--- src/rtl/muldiv_pkg.sv ---
// Shared definitions for the MULT/DIV sequencer and its iteration datapath.
// Holds the FSM state encoding, op encodings, iteration count and a magnitude helper.
// Signedness is selected by the MULDIV_SIGNED_EN macro in muldiv_core.
package muldiv_pkg;

  // Sequencer states; explicit 3-bit codes keep the encoding stable for legacy tools.
  typedef enum logic [2:0] {
    IDLE  = 3'd0,
    CHECK = 3'd1,
    RUN   = 3'd2,
    FIX   = 3'd3,
    DONE  = 3'd4
  } state_e;

  localparam logic OP_MULT = 1'b0;
  localparam logic OP_DIV  = 1'b1;

  // Number of shift-add / shift-subtract iterations per operation.
  localparam int ITER = 32;

  // Absolute value of a 32-bit operand when treated as signed; pass-through otherwise.
  // The most negative value maps to 0x80000000, which is its correct unsigned magnitude.
  function automatic logic [31:0] mag32(input logic [31:0] v, input logic sgn);
    return (sgn && v[31]) ? (~v + 32'd1) : v;
  endfunction

endpackage

--- src/rtl/muldiv_core.sv ---
// Iteration datapath: 64-bit shift-add multiplier, restoring divider, sign fix-up.
// Latency: load 1 cycle, 32 step cycles, 1 fix cycle; results held until next fix.
// No backpressure: advances only on the load/step/fix strobes from the sequencer.
// Macro MULDIV_SIGNED_EN: two's-complement operands with sign correction; else unsigned.
module muldiv_core
  import muldiv_pkg::*;
(
  input  logic        clk,
  input  logic        reset,
  input  logic        load,
  input  logic        step,
  input  logic        fix,
  input  logic        op,
  input  logic [31:0] a,
  input  logic [31:0] b,
  output logic [31:0] res_hi,
  output logic [31:0] res_lo
);

`ifdef MULDIV_SIGNED_EN
  localparam logic SGN = 1'b1;
`else
  localparam logic SGN = 1'b0;
`endif

  logic [63:0] prod;     // MULT: {partial sum, remaining multiplier bits}
  logic [31:0] rem;      // DIV: partial remainder, always < divisor between steps
  logic [31:0] quo;      // DIV: dividend bits shifting out, quotient bits shifting in
  logic [31:0] opnd;     // multiplicand magnitude (MULT) or divisor magnitude (DIV)
  logic        neg_q;    // product / quotient must be negated
  logic        neg_r;    // remainder takes the dividend's (negative) sign

  logic [32:0] sum33;
  logic [63:0] prod_nxt;
  logic [32:0] part;     // 33-bit partial remainder after the shift
  logic [32:0] diff;

  // One iteration of each algorithm, computed combinationally from current state.
  always_comb begin
    sum33    = {1'b0, prod[63:32]} + (prod[0] ? {1'b0, opnd} : 33'd0);
    prod_nxt = {sum33, prod[31:1]};
    part     = {rem, quo[31]};
    diff     = part - {1'b0, opnd};
  end

  // Operand load, iteration and sign fix-up registers.
  always_ff @(posedge clk) begin
    if (reset) begin
      prod   <= 64'd0;
      rem    <= 32'd0;
      quo    <= 32'd0;
      opnd   <= 32'd0;
      neg_q  <= 1'b0;
      neg_r  <= 1'b0;
      res_hi <= 32'd0;
      res_lo <= 32'd0;
    end else if (load) begin
      prod  <= {32'd0, mag32(b, SGN)};
      quo   <= mag32(a, SGN);
      rem   <= 32'd0;
      opnd  <= (op == OP_MULT) ? mag32(a, SGN) : mag32(b, SGN);
      neg_q <= SGN & (a[31] ^ b[31]);
      neg_r <= SGN & a[31];
    end else if (step) begin
      if (op == OP_MULT) begin
        prod <= prod_nxt;
      end else if (!diff[32]) begin
        // Trial subtraction did not borrow: keep it, quotient bit is 1.
        rem <= diff[31:0];
        quo <= {quo[30:0], 1'b1};
      end else begin
        // Restore: keep the shifted remainder, quotient bit is 0.
        rem <= part[31:0];
        quo <= {quo[30:0], 1'b0};
      end
    end else if (fix) begin
      if (op == OP_MULT) begin
        {res_hi, res_lo} <= neg_q ? (~prod + 64'd1) : prod;
      end else begin
        res_lo <= neg_q ? (~quo + 32'd1) : quo;
        res_hi <= neg_r ? (~rem + 32'd1) : rem;
      end
    end
  end

endmodule

--- src/rtl/muldiv_sequencer.sv ---
// MULT/DIV sequencer: latches operands on start, runs muldiv_core, publishes HI/LO.
// Latency: start at edge N -> done high after edge N+35; div-by-zero -> div0 after edge N+1.
// No backpressure: start is ignored while busy or during the done cycle.
module muldiv_sequencer
  import muldiv_pkg::*;
(
  input  logic        clk,
  input  logic        reset,
  input  logic        start,
  input  logic        op,
  input  logic [31:0] a,
  input  logic [31:0] b,
  output logic        busy,
  output logic        done,
  output logic        div0,
  output logic        hi_we,
  output logic        lo_we,
  output logic [31:0] hi,
  output logic [31:0] lo
);

  localparam logic [5:0] LAST_ITER = 6'(ITER - 1);

  state_e      state;
  logic [5:0]  cnt;
  logic        op_q;
  logic [31:0] a_q;
  logic [31:0] b_q;
  logic [31:0] core_hi;
  logic [31:0] core_lo;

  // Sequencing FSM, iteration counter, operand latch and architectural HI/LO.
  always_ff @(posedge clk) begin
    if (reset) begin
      state <= IDLE;
      cnt   <= 6'd0;
      op_q  <= OP_MULT;
      a_q   <= 32'd0;
      b_q   <= 32'd0;
      done  <= 1'b0;
      div0  <= 1'b0;
      hi    <= 32'd0;
      lo    <= 32'd0;
    end else begin
      done <= 1'b0;
      div0 <= 1'b0;
      case (state)
        IDLE: begin
          // A start coinciding with the done pulse is dropped.
          if (start && !done) begin
            op_q  <= op;
            a_q   <= a;
            b_q   <= b;
            state <= CHECK;
          end
        end
        CHECK: begin
          if (op_q == OP_DIV && b_q == 32'd0) begin
            div0  <= 1'b1;
            state <= IDLE;
          end else begin
            cnt   <= 6'd0;
            state <= RUN;
          end
        end
        RUN: begin
          cnt <= cnt + 6'd1;
          if (cnt == LAST_ITER) state <= FIX;
        end
        FIX: state <= DONE;
        DONE: begin
          done  <= 1'b1;
          hi    <= core_hi;
          lo    <= core_lo;
          state <= IDLE;
        end
        default: state <= IDLE;
      endcase
    end
  end

  // Write enables track the result pulse; busy covers every non-idle state.
  always_comb begin
    hi_we = done;
    lo_we = done;
    busy  = (state != IDLE);
  end

  muldiv_core u_core (
    .clk    (clk),
    .reset  (reset),
    .load   (state == CHECK),
    .step   (state == RUN),
    .fix    (state == FIX),
    .op     (op_q),
    .a      (a_q),
    .b      (b_q),
    .res_hi (core_hi),
    .res_lo (core_lo)
  );

endmodule

--- config.mk ---
export PLATFORM = sky130hd
export DESIGN_NAME = muldiv_sequencer
export DESIGN_NICKNAME = d
export VERILOG_FILES = /design/src/rtl/muldiv_pkg.sv /design/src/rtl/muldiv_core.sv /design/src/rtl/muldiv_sequencer.sv
export SDC_FILE = /design/constraint.sdc
export NUM_CORES = 1
export LEC_CHECK = 0
export CAP_MARGIN = 20
export CORE_ASPECT_RATIO = 0.75
export CORE_MARGIN = 4
export CORE_UTILIZATION = 45
export CTS_CLUSTER_DIAMETER = 60
export DETAILED_ROUTE_END_ITERATION = 8
export PLACE_DENSITY = 0.74
export SKIP_CTS_REPAIR_TIMING = 1
export SYNTH_ARGS = -nofsm -noshare
export SYNTH_HDL_FRONTEND = slang
export SYNTH_SLANG_ARGS = --single-unit
export TNS_END_PERCENT = 1
--- constraint.sdc ---
create_clock -name clk -period 4.4 [get_ports clk]
set_clock_uncertainty 0.2 [all_clocks]
set_input_delay 0.88 -clock clk [delete_from_list [all_inputs] [get_ports clk]]
set_output_delay 0.88 -clock clk [all_outputs]
set_load 0.01 [all_outputs]
Word level (Yosys, flattened, before mapping) --
Index checks and enable logic that the tools add are counted.
Operators by class: add/sub/neg operators 3, eq/ne operators 9, multiplexer cells 20, bitwise logic cells 3, reduce and logical (&&, ||, !) cells 18
Operators with widths (number):
- 32-bit two-way mux | 11
- 32-bit by 32-bit adder with 33-bit output | 1
- 33-bit by 32-bit subtractor with 33-bit output | 1
- 32-bit logical NOT | 1
- 2-bit AND reduction | 7
- 3-bit one-hot mux with 4 select lines | 1
- 6-bit one-hot mux with 2 select lines | 1
- 6-bit by 1-bit adder with 6-bit output, second input constant | 1
- 3-bit by 2-bit equality test with 1-bit output, second input constant | 2
- 6-bit by 5-bit equality test with 1-bit output, second input constant | 1
- 3-bit two-way mux | 2
- 6-bit two-way mux | 1
- 2-bit inequality test, second input constant | 3
- 2-bit nonzero test | 2
- 2-bit OR reduction | 2
- 3-bit by 1-bit equality test with 1-bit output, second input constant | 1
- 3-bit equality test, second input constant | 1
- 3-bit logical NOT | 1
- 1-bit two-way mux | 3
- 1-bit inverter | 3
- 3-bit AND reduction | 1
- 3-bit nonzero test | 1
- 1-bit logical AND | 2
- 2-bit two-way mux | 1
- 2 further kinds | 2
Storage, ports and cells: register bits 364, input bits 68, output and inout bits 69, logic and storage cells 69

Longest topological paths before layout --
depth after elaboration 5, mapped depth 14

By module --
Synthesis repeated with hierarchy kept, for this count alone.
Unflattened totals: cell total of the unflattened synthesis 2254, area, all modules 17958.5 um2
By module, submodules not included:
- muldiv_core | instances 1, cells an instance 1615, area an instance 12849.8 um2, sequential area each 4484.3 um2
- muldiv_sequencer | instances 1, cells an instance 639, area an instance 5108.6 um2, sequential area each 2802.7 um2

Worst setup path after synthesis --
No wires, ideal clock.
kind reg-to-reg, start point register u_core.prod[0], end point register u_core.prod[63], setup time 132 ps, arrival 3025 ps, setup slack 1042 ps, cell stages (with the launch flop) 13, path buffers 0, path through dfxtp_1 and2_1 ha_1 fa_1 a21o_1 a21o_1 a2111oi_0 o21ai_1 o22ai_1 nor3_1 o211a_1 o211ai_1 a21oi_1
Between the ends: word-level cells in the longest chain between the ends 2
RTL lines:
- from (decl) | line muldiv_core.sv:26 | logic [63:0] prod;
- from (signal assigned) | line muldiv_core.sv:58 | prod <= {32'd0, mag32(b, SGN)};
- from (signal assigned) | line muldiv_core.sv:66 | prod <= prod_nxt;
- 32-bit two-way mux | line muldiv_core.sv:40 | sum33 = {1'b0, prod[63:32]} + (prod[0] ? {1'b0, opnd} : 33'd0);
- 32-bit by 32-bit adder with 33-bit output | line muldiv_core.sv:40
Every way passes these cells. A chain may end at the register's enable or synchronous reset.

Final worst setup path --
start point register u_core.quo[31], end point register u_core.rem[30]
Between the ends: word-level cells in the longest chain between the ends 2
RTL lines:
- from (decl) | line muldiv_core.sv:28 | logic [31:0] quo;
- from (signal assigned) | line muldiv_core.sv:59 | quo <= mag32(a, SGN);
- from (signal assigned) | line muldiv_core.sv:70 | quo <= {quo[30:0], 1'b1};
- from (signal assigned) | line muldiv_core.sv:74 | quo <= {quo[30:0], 1'b0};
- 33-bit by 32-bit subtractor with 33-bit output | line muldiv_core.sv:43 | diff = part - {1'b0, opnd};
- 32-bit two-way mux | line muldiv_core.sv:67 | end else if (!diff[32]) begin
- to (signal assigned) | line muldiv_core.sv:69 | rem <= diff[31:0];
- to (signal assigned) | line muldiv_core.sv:73 | rem <= part[31:0];
- to (decl) | line muldiv_core.sv:27 | logic [31:0] rem;
Every way passes these cells.

==> flow_summary_export.csv <==
group,metric,value,unit
sta,post-route-period-util,91.5,%
run,maxCapViolations,0,
logic_synthesis,syn_avg_cell_area,8.07,um2
setup_path,crit_chain,"inv_1, ha_1, fa_1, nor2b_1, o21ai_1, a21oi_1, o21ai_0, a211oi_1, o32ai_4, xor2_1, buf_4, or4_1, o21ai_1",
logic_synthesis,synth_flop_cell,"dfxtp_1",
die,fp-row-count,62,
detailed_routing,wl_met3,5.37,mm
place,pre_cts_ws,0.537,ns
die,initial_core_util,46.0,%
detailed_routing,drc_errors,0,
sta,setup_viol,0,
layout,final_common_cell,"nand2_1",
global_routing,grt_use_total,23.6,%
sta,min_period,4.02,ns
global_routing,antenna_found_initial,0,
layout,fillers,3581,
setup_path,crit_required,4.67,ns
logic_synthesis,synthArstFlopShare,0,%
sta,worst_pin_slew,1.08,ns
setup_path,critPathMaxFanout,9,
detailed_routing,wl_met2,21.3,mm
logic_synthesis,synth_warnings,0,
setup_path,end_kind,"flip-flop",
setup_path,worstReg2RegEnd,"u_core.rem[30]",
detailed_routing,drt-total-wl,53.2,mm
sta,clock.fmax,248,MHz
detailed_routing,drtIter0Drc,1661,
logic_synthesis,ys_ff_latch,364,
sta,hold_slack,0.252,ns
detailed_routing,vias,16100,
layout,top_register,"u_core.prod",
setup_path,cpLargestDelayFamily,"compound AO/OA/AOI/OAI gates",
die,boundaryPins,137,
sta,relSlewSlack,28.2,%
pwr,ir_worst_vdd,0.000267,V
detailed_routing,viasPerCell,5.77,
logic_synthesis,ys_types,64,
clock_network,insertion_delay,0.56,ns
clock_network,clk_pin_slew,0.06,ns
clock_network,ctsHtreeMaxLevel,2,
logic_synthesis,synth_area,17800,um2
global_routing,grt_pass1_vias,14800,
logic_synthesis,synthCells,2202,
logic_synthesis,synth_edf_count,0,
setup_path,r2r-start,"u_core.quo[31]",
clock_network,cts_tree,"done",
place,dp.cells,2720,
run_status,status,"finished, final reports clean",
setup_path,crit_slowest_cell,"a211oi_1",
detailed_routing,m1WireLength,24.9,mm
logic_synthesis,synth_seq_area_share,41.0,%
global_routing,grt_max_degree,243,
setup_path,critPathArrivalTime,4.30,ns
setup_path,slowest_delay,0.54,ns
place,place.gp.congestion,0.960,
setup_path,regToRegSetupSlack,0.38,ns
detailed_routing,ant_nets,0,
die,fp.dieH,180,um
sta,hold_violations,0,
clock_network,cts_made_buffers,40,
detailed_routing,dr.max_layer_used,"met5",
layout,num_antenna_cells,0,
layout,area_growth,16.6,%
worst_hold_path,min_delay_path_depth,2,
logic_synthesis,syn_nets,2337,
pwr,p_leak,7.59,nW
worst_hold_path,hold_end,"lo[0]",
layout,nets,2385,
setup_path,crit_buf_inv,2,
global_routing,grt_pass1_wl,82.3,mm
setup_path,crit_type,"flip-flop to flip-flop",
layout,utilization,53.6,%
setup_path,cp_common_cell,"o21ai_1",
place,port_buffers,136,
clock_network,clockBufferDepth,3,
sta,final.setup.worst_slack,0.375,ns
sta,drv_slew,0,
global_routing,grt_overflow_total,0,
setup_path,start_kind,"flip-flop",
worst_hold_path,min-delay-start,"u_core.res_lo[0]",
detailed_routing,wl_per_cell,19.1,um
detailed_routing,dr.pass1.iters,5,
pwr,power.density,413,nW/um2
layout,layout_common_cells,"465 x nand2_1, 363 x dfxtp_1, 245 x a21oi_1",
die,die_x,237,um
layout,largest_register_ffs,64,
clock_network,clockRootBuffer,"clkbuf_16",
layout,layout-drive-gt1-share,5.04,%
sta,setup_tns,0,ns
die,dieArea,42700,um2
layout,layoutNonFillerInstCount,2792,
worst_hold_path,hp-class,"flip-flop to flip-flop",
sta,rsz0062_at_grt,"no",
die,coreArea,38600,um2
clock_network,cts.sinks,364,
setup_path,r2r_cells,13,
place,hpwl,38.0,mm
-- synth_stat cells, types with 4 or more instances --
cell type  instances  area share, %
a211oi_1         108            4.6
a21o_1            32            1.4
a21oi_1          245            6.9
a22oi_1           17           0.72
a311oi_1          50            2.5
a31oi_1           12           0.42
a32oi_1            4           0.20
and2_1            36            1.3
and3_1            12           0.42
buf_1             16           0.34
buf_2              6           0.17
clkbuf_1         133            2.8
dfxtp_1          364             41
ha_1              65            4.6
inv_1             46           0.97
mux2i_1          121            6.8
nand2_1          466            9.8
nand2b_1          11           0.39
nand3_1           22           0.62
nand4_1            9           0.32
nor2_1           191            4.0
nor2b_1            8           0.28
nor3_1            17           0.48
nor3b_1            6           0.25
nor4_1             9           0.32
o211ai_1           8           0.34
o21a_1             9           0.38
o21ai_0           53            1.5
o21ai_1            4           0.11
o21bai_1           8           0.34
or2_2              4           0.14
or3_1              7           0.25
or4_1              6           0.25
xnor2_1           34            1.7
xor2_1            18           0.89
-- worst reg2reg max path: stages, from the launching register on --
cell      delay, ns
dfxtp_1        0.38
inv_1          0.06
ha_1           0.22
fa_1           0.47
nor2b_1        0.13
o21ai_1        0.09
a21oi_1        0.24
o21ai_0        0.26
a211oi_1       0.54
o32ai_4        0.24
xor2_1         0.23
buf_4          0.23
or4_1          0.53
o21ai_1        0.14
-- cell type report --
cell class              instances  area (um2)  share of cell area [%]
flip-flops and latches        364        7290                    35.2
multi-input cells            1632        9710                    46.9
well taps                     512         641                    3.09
clock inverters                17         191                   0.924
inverters                      46         173                   0.834
clock buffers                  55        1110                    5.35
repair buffers                166        1600                    7.74
-- kinds of logic after synthesis --
family                   share of synthesized area, %
AO/OA/AOI/OAI                                    21.0
XOR/XNOR                                         2.56
adder cells (fa/ha/maj)                          4.80
buffers and inverters                            4.57
flip-flops                                       41.0
multiplexers                                     6.88
AND/OR/NAND/NOR                                  19.2
-- how the worst max path moves through the flow --
stage                      end            from  cells after the start  slack (ns)
3_3_place_gp    u_core.rem[30]  u_core.quo[31]                     13        0.63
6_report        u_core.rem[30]  u_core.quo[31]                     13        0.38
4_1_cts         u_core.rem[30]  u_core.quo[31]                     13        0.46
5_1_grt        u_core.prod[52]  u_core.prod[0]                     12        0.20
3_5_place_dp    u_core.rem[30]  u_core.quo[31]                     13        0.54
2_1_floorplan  u_core.prod[63]  u_core.prod[0]                     12        1.04
-- layer usage --
metal | up-vias | GRT usage, %
met5 | - | 2.92
met4 | 2 | 6.65
met3 | 88 | 6.35
met2 | 626 | 33.1
met1 | 7574 | 35.3
li1 | 7822 | -
-- stage by stage --
step / total power [mW] / cell area [um2]
3_5_place_dp: 5.25 / 19400
6_report: 8.55 / 20700
2_1_floorplan: 4.78 / 17800
4_1_cts: 8.56 / 20700
5_1_grt: 8.89 / 20700
3_3_place_gp: 5.22 / 19400
-- report_power, final --
part	internal [mW]	total (mW)	switching [mW]
sequential	3.49	3.69	0.197
clock	1.91	3.33	1.42
combinational	0.580	1.53	0.952
No activity file was read; power rests on OpenSTA's default activity.
